File: src/rtl/arith_op_sequencer.sv
// Command sequencer for the shared add/sub/mul/div units (start / working / ack handshake).
// Optional ISSUE-phase timeout is enabled by defining ARITH_SEQ_TIMEOUT_EN.
module arith_op_sequencer #(
  parameter int WIDTH   = 64,
  parameter int TIMEOUT = 15
) (
  input  logic             clk,
  input  logic             rst,
  input  logic             op_valid,
  output logic             op_ready,
  input  logic [1:0]       op_code,
  input  logic [WIDTH-1:0] op_a,
  input  logic [WIDTH-1:0] op_b,
  output logic             res_valid,
  input  logic             res_ready,
  output logic [WIDTH-1:0] res_data,
  output logic             res_err,
  output logic [3:0]       unit_start,
  output logic [3:0]       unit_ack,
  output logic [WIDTH-1:0] unit_a,
  output logic [WIDTH-1:0] unit_b,
  input  logic [3:0]       unit_working,
  input  logic [WIDTH-1:0] add_result,
  input  logic [WIDTH-1:0] sub_result,
  input  logic [WIDTH-1:0] mul_result,
  input  logic [WIDTH-1:0] div_result
);

  typedef enum logic [1:0] {
    IDLE  = 2'd0,
    ISSUE = 2'd1,
    GRANT = 2'd2,
    RESP  = 2'd3
  } state_t;

  state_t           state;
  state_t           state_nxt;
  logic [1:0]       sel;
  logic [3:0]       sel_onehot;
  logic             accept;
  logic             working_sel;
  logic             timeout_hit;
  logic [WIDTH-1:0] result_mux;

  assign op_ready    = (state == IDLE);
  assign res_valid   = (state == RESP);
  assign accept      = op_valid && op_ready;
  assign sel_onehot  = 4'b0001 << sel;
  assign working_sel = unit_working[sel];

  always_comb begin
    result_mux = add_result;
    case (sel)
      2'd0:    result_mux = add_result;
      2'd1:    result_mux = sub_result;
      2'd2:    result_mux = mul_result;
      default: result_mux = div_result;
    endcase
  end

`ifdef ARITH_SEQ_TIMEOUT_EN
  localparam int CNT_W = (TIMEOUT > 1) ? $clog2(TIMEOUT) : 1;
  localparam logic [CNT_W-1:0] CNT_LAST = CNT_W'(TIMEOUT - 1);

  logic [CNT_W-1:0] issue_cnt;

  // Counter holds the number of ISSUE cycles already spent; working wins on the last one.
  assign timeout_hit = (state == ISSUE) && !working_sel && (issue_cnt == CNT_LAST);

  always_ff @(posedge clk or posedge rst) begin
    if (rst) begin
      issue_cnt <= '0;
    end else if (accept) begin
      issue_cnt <= '0;
    end else if (state == ISSUE) begin
      issue_cnt <= issue_cnt + 1'b1;
    end
  end

  always_ff @(posedge clk or posedge rst) begin
    if (rst) begin
      res_err <= 1'b0;
    end else if (state == GRANT) begin
      res_err <= 1'b0;
    end else if (timeout_hit) begin
      res_err <= 1'b1;
    end
  end
`else
  logic unused_timeout;

  assign timeout_hit    = 1'b0;
  assign res_err        = 1'b0;
  assign unused_timeout = (TIMEOUT != 0);
`endif

  always_ff @(posedge clk or posedge rst) begin
    if (rst) begin
      state <= IDLE;
    end else begin
      state <= state_nxt;
    end
  end

  always_comb begin
    state_nxt = state;
    case (state)
      IDLE:    if (accept) state_nxt = ISSUE;
      ISSUE: begin
        if (working_sel)      state_nxt = GRANT;
        else if (timeout_hit) state_nxt = RESP;
      end
      GRANT:   state_nxt = RESP;
      default: if (res_ready) state_nxt = IDLE;
    endcase
  end

  // Start/ack are pure state decodes so an async reset clears them without a clock edge.
  always_comb begin
    unit_start = 4'b0000;
    unit_ack   = 4'b0000;
    case (state)
      ISSUE: unit_start = sel_onehot;
      GRANT: begin
        unit_start = sel_onehot;
        unit_ack   = sel_onehot;
      end
      default: ;
    endcase
  end

  always_ff @(posedge clk or posedge rst) begin
    if (rst) begin
      sel      <= 2'd0;
      unit_a   <= '0;
      unit_b   <= '0;
      res_data <= '0;
    end else begin
      if (accept) begin
        sel    <= op_code;
        unit_a <= op_a;
        unit_b <= op_b;
      end
      if (state == GRANT) begin
        res_data <= result_mux;
      end else if (timeout_hit) begin
        res_data <= '0;
      end
    end
  end

endmodule

File: config.mk
export PLATFORM = sky130hd
export DESIGN_NAME = arith_op_sequencer
export DESIGN_NICKNAME = d
export VERILOG_FILES = /design/src/rtl/arith_op_sequencer.sv
export SDC_FILE = /design/constraint.sdc
export NUM_CORES = 1
export LEC_CHECK = 0
export ABC_CLOCK_PERIOD_IN_PS = 7600
export CAP_MARGIN = 20
export CORE_AREA = 5 5 228 230
export CTS_BUF_LIST = sky130_fd_sc_hd__clkbuf_2
export DETAILED_ROUTE_END_ITERATION = 12
export DIE_AREA = 0 0 233 235
export PLACE_DENSITY = 0.5
export RECOVER_POWER = 50
export SLEW_MARGIN = 20
export SYNTH_ARGS = -nofsm -noshare
export SYNTH_HDL_FRONTEND = slang
export SYNTH_SLANG_ARGS = --single-unit
File: constraint.sdc
create_clock -name clk -period 7.6 [get_ports clk]
set_clock_uncertainty 0.1 [all_clocks]
set_input_delay 0.76 -clock clk [delete_from_list [all_inputs] [get_ports clk]]
set_output_delay 0.76 -clock clk [all_outputs]
set_load 0.03 [all_outputs]
# ---- After elaboration in Yosys (flattened, before gate mapping)
# Index checks and enable logic that the tools add are counted.
dict set report totals {
  regBits 196
  output_inout_bits 203
}
dict set report op_classes {
  n_lt_le_gt_ge 1
  eq_ne 7
  shifts 1
  n_mux 9
  n_reduce_logical 6
}
# op count
set op_table {}
lappend op_table {{$pmux 64 s3} 1}
lappend op_table {{$mux 4} 2}
lappend op_table {{$eq 2x2->1 const B} 3}
lappend op_table {{$mux 2} 3}
lappend op_table {{$pmux 2 s3} 1}
lappend op_table {{$eq 2x1->1 const B} 2}
lappend op_table {{$logic_not 2->1} 2}
lappend op_table {{$reduce_bool 4->1} 1}
lappend op_table {{$shl 1x2->4 const A} 1}
lappend op_table {{$lt 2x3->1 const B} 1}
lappend op_table {{$reduce_and 3->1} 1}
lappend op_table {{$bmux 1 s2} 1}
lappend op_table {{$ne 2x1->1 const B} 1}
lappend op_table {{$ne 2x2->1 const B} 1}
lappend op_table {{$reduce_or 2->1} 1}
lappend op_table {{$logic_and 1x1->1} 1}
lappend op_table {{$mux 1} 1}

# ---- Depth between registers and ports, before layout
dict set report logic_depth {
  word_depth 4
  ltp_mapped 7
}

# ---- Worst setup path before layout
# No wires, ideal clock.
dict set report synth_path {
  kind {reg2out}
  startpoint {register state[0]}
  endpoint {output port unit_ack[0]}
  arrival_time_ps 2030
  required_ps 6740
  slack_ps 4710
  path_stages_with_launch 7
  cell_sequence {dfrtp_1 > inv_1 > ha_1 > buf_2 > buf_2 > clkbuf_1 > nor3b_1}
}
dict set report synth_via {
  elab_chain_len 2
}
# item line
set synth_lines {}
lappend synth_lines {{start: declaration} 36} ;# state_t state;
lappend synth_lines {{start signal: assignment} 101} ;# state <= state_nxt;
lappend synth_lines {{$eq 2x2->1} 122} ;# case (state)
lappend synth_lines {{$mux 4} 122}
lappend synth_lines {{end: declaration} 19} ;# output logic [3:0] unit_ack,
# Every way passes these cells.

==> impl_metrics.toml <==
[outcome]
status = "finished with violations"
failed_checks = "max-capacitance violations, max-slew violations"

[synthesis]
synthDominantCellAreaShare_pct = 54.7
post_synth.cell_area_avg_sq_um = 17.2
ys_top_cells_by_count = "dfrtp_1 (196), mux2_2 (195), mux4_2 (64), buf_2 (22), clkbuf_1 (11)"
sequential_cell_area_fraction_in_the_yosys_report_pct = 54.7
synthMuxAreaShare_pct = 40.8
synth.ff_latch_count = 196
synthesis.nets = 922
synthSimpleGateAreaFrac_pct = 0.893
main_flop_type_after_synthesis = "dfrtp_1"
synth_compound_gate_area_share_pct = 0.391
synth.most_common_cell = "dfrtp_1"
synth_area_leader_cell = "dfrtp_1"
synth_cells = 523
post_synth_xor_area_fraction_pct = 0
synthesis.area_sq_um = 8970
async_flop_share_pct = 100
synth_edf_count = 0
yosys.area_share.adder_pct = 0.697
synth_cell_types = 22
yosys_warnings = 0
synth_top_family_by_area = "multiplexers"
synth.top_cells.by_area = "dfrtp_1 (55%), mux2_2 (24%), mux4_2 (16%), buf_2 (1.2%), ha_1 (0.70%)"

[worst_setup_path]
setup.worst_path.class = "input pin to asynchronous set/reset pin"
critical_path_required_ns = 8.08
cp_launch_type = "input pin"
path_cells = "dlygate4sd3_1 > dlygate4sd3_1 > clkinvlp_2 > clkbuf_2"
crit_slowest_cell = "clkinvlp_2"
cp_max_fo = 71
cp-end-kind = "asynchronous set/reset pin"
cpMostUsedCell = "dlygate4sd3_1"
critPathArrivalTime_ns = 5.36
cpPeakStageDelay_ns = 1.82

[job]
max-cap-violations = 4

[floorplanning]
floorplan.die.height_microns = 235
initial_standard_cell_utilization_of_the_core_pct = 18.1
row_count = 82
ioPinCount = 597
total_die_area_sq_um = 54800
core-area_sq_um = 49700
chipWidth_microns = 233

[global_routing]
grt_antenna_before_repair = 4
grt_pass1_vias = 7879
grt_first_pass_wirelength_mm = 52.5
grt-ovfl-total = 0
grt.total_usage_pct = 12.9
grt_max_degree = 72

[clock_tree]
htree_levels = 4
cts-root-buf = "clkbuf_2"
worst_skew_pair.late_latency_ns = 0.96
clk_path_buf_depth = 2
post_cts_setup_inserts = 0
postCtsHoldBufs = 10
numCtsBuffers = 17
post_cts_resized = 0
cts_num_sinks = 196
clk_pin_slew_worst_paths_ns = 0.29
cts_tree = "yes"

[sta]
final_hold_viol_count = 0
setup_tns_ns = 0
setup_viol_count_final = 0
worst_hold_slack_ns = 0.259
fmax_mhz = 205
final_period_minus_worst_setup_slack_ns = 4.88
relSlewSlack_pct = -119
post-route-period-util_pct = 64.2
rsz0062_at_grt = "no"
worst_pin_slew_ns = 3.27
report.final.slew_viol_count = 242

[route]
detail_route.iter0.violations = 225
routed_wl_mm = 36.1
detail_route.first_pass.iterations = 4
ant_nets = 0
vias_per_cell = 3.94
drcViolationCount = 0
dr_total_vias = 7103
routedWlPerCell_microns = 20.0

[finish]
register_area_sq_um = 4910
area.growth.synth_to_final_pct = 77.6
nets = 1513
fillerInstances = 5079
final_layout_size_suffix_gt1_share_pct = 26.5
total_area_of_multi_input_combinational_cells_sq_um = 3850

[placed_design]
post-dp-hpwl_mm = 28.6
gp_routability_congestion = 0.872
port_buffers = 595

[power_and_ir_drop]
cellPowerDensity_nw_per_um2 = 412
ir_worst_vdd_mv = 0.250
power.static_leakage_nw = 6.15

[worst_hold_path]
min_path_type = "input pin to register"
==> final timing paths <==
kind | depth (start not counted) | start | slack [ns] | end
max | 4 | rst | 2.72 | sel[1]
min | 2 | op_b[34] | 0.26 | unit_b[34]
max reg2reg | 5 | state[1] | 3.17 | unit_a[56]
min reg2reg | 1 | unit_b[53] | 0.44 | unit_b[53]
max in group clk | 2 | sel[0] | 3.01 | unit_ack[1]
min in group asynchronous | 3 | rst | 1.56 | unit_a[37]
==> stage by stage <==
| stage | utilization (%) | setup WS [ns] | power [mW] | cells | area [sq um] |
|---|---|---|---|---|---|
| 2_1_floorplan | - | 1.40 | 4.38 | 523 | 8970 |
| 3_3_place_gp | 31.5 | 4.13 | 6.12 | 1757 | 15600 |
| 3_5_place_dp | 31.5 | 4.14 | 6.15 | 1757 | 15600 |
| 4_1_cts | 32.1 | 3.12 | 6.72 | 1798 | 15900 |
| 5_1_grt | 32.1 | 1.97 | 6.96 | 1805 | 15900 |
| 6_report | 32.1 | 2.72 | 6.57 | 1805 | 15900 |
==> state kept, by name, indices dropped and copies added, names as in the netlist <==
register  flops
res_data     64
sel           2
unit_b       64
unit_a       64
state         2
==> layer usage <==
layer	wire [microns]	GRT usage (%)	part of all wire [%]
met5	0	0	0
met4	941	5.25	2.6
met3	3550	5.65	9.8
met2	18600	22.5	51
met1	13100	13.7	36
==> cells by family (layout without fill, tap and decap cells) <==
group / Yosys count / count (layout)
AOI/OAI and AO/OA: 4 / 4
adders and majority gates: 5 / 5
buffers and inverters: 42 / 645
DFF: 196 / 196
muxes: 261 / 261
other: 1 / 8
and+or+nand+nor: 14 / 14
==> worst max-delay path: cells and delay by family <==
kind | cells | cell delay (ns)
buf+inv | 4 | 4.47
==> layout by cell type (no fill, tap or decap), drive strengths merged, types with 6 or more instances in the layout <==
cell type      synthesis  final
clkdlybuf4s50          0    594
dfrtp                196    196
mux2                 195    195
mux4                  64     64
clkbuf                11     20
dlygate4sd3            0     11
diode                  0      7
clkinv                 0      6
==> power by group <==
group / internal, mW / switching, mW
combinational: 2.05 / 2.09
clock: 0.121 / 0.393
sequential: 1.58 / 0.334
total: 3.75 / 2.81
==> area by class of cell <==
type / count / share of cell area [%]
Tap cell: 672 / 5.28
Inverter: 3 / 0.0785
Sequential cell: 196 / 30.8
Clock buffer: 19 / 0.597
Clock inverter: 12 / 0.668
Multi-Input combinational cell: 285 / 24.2
Antenna cell: 7 / 0.110
Timing Repair Buffer: 611 / 38.3
(Power assumes the default switching activity.)
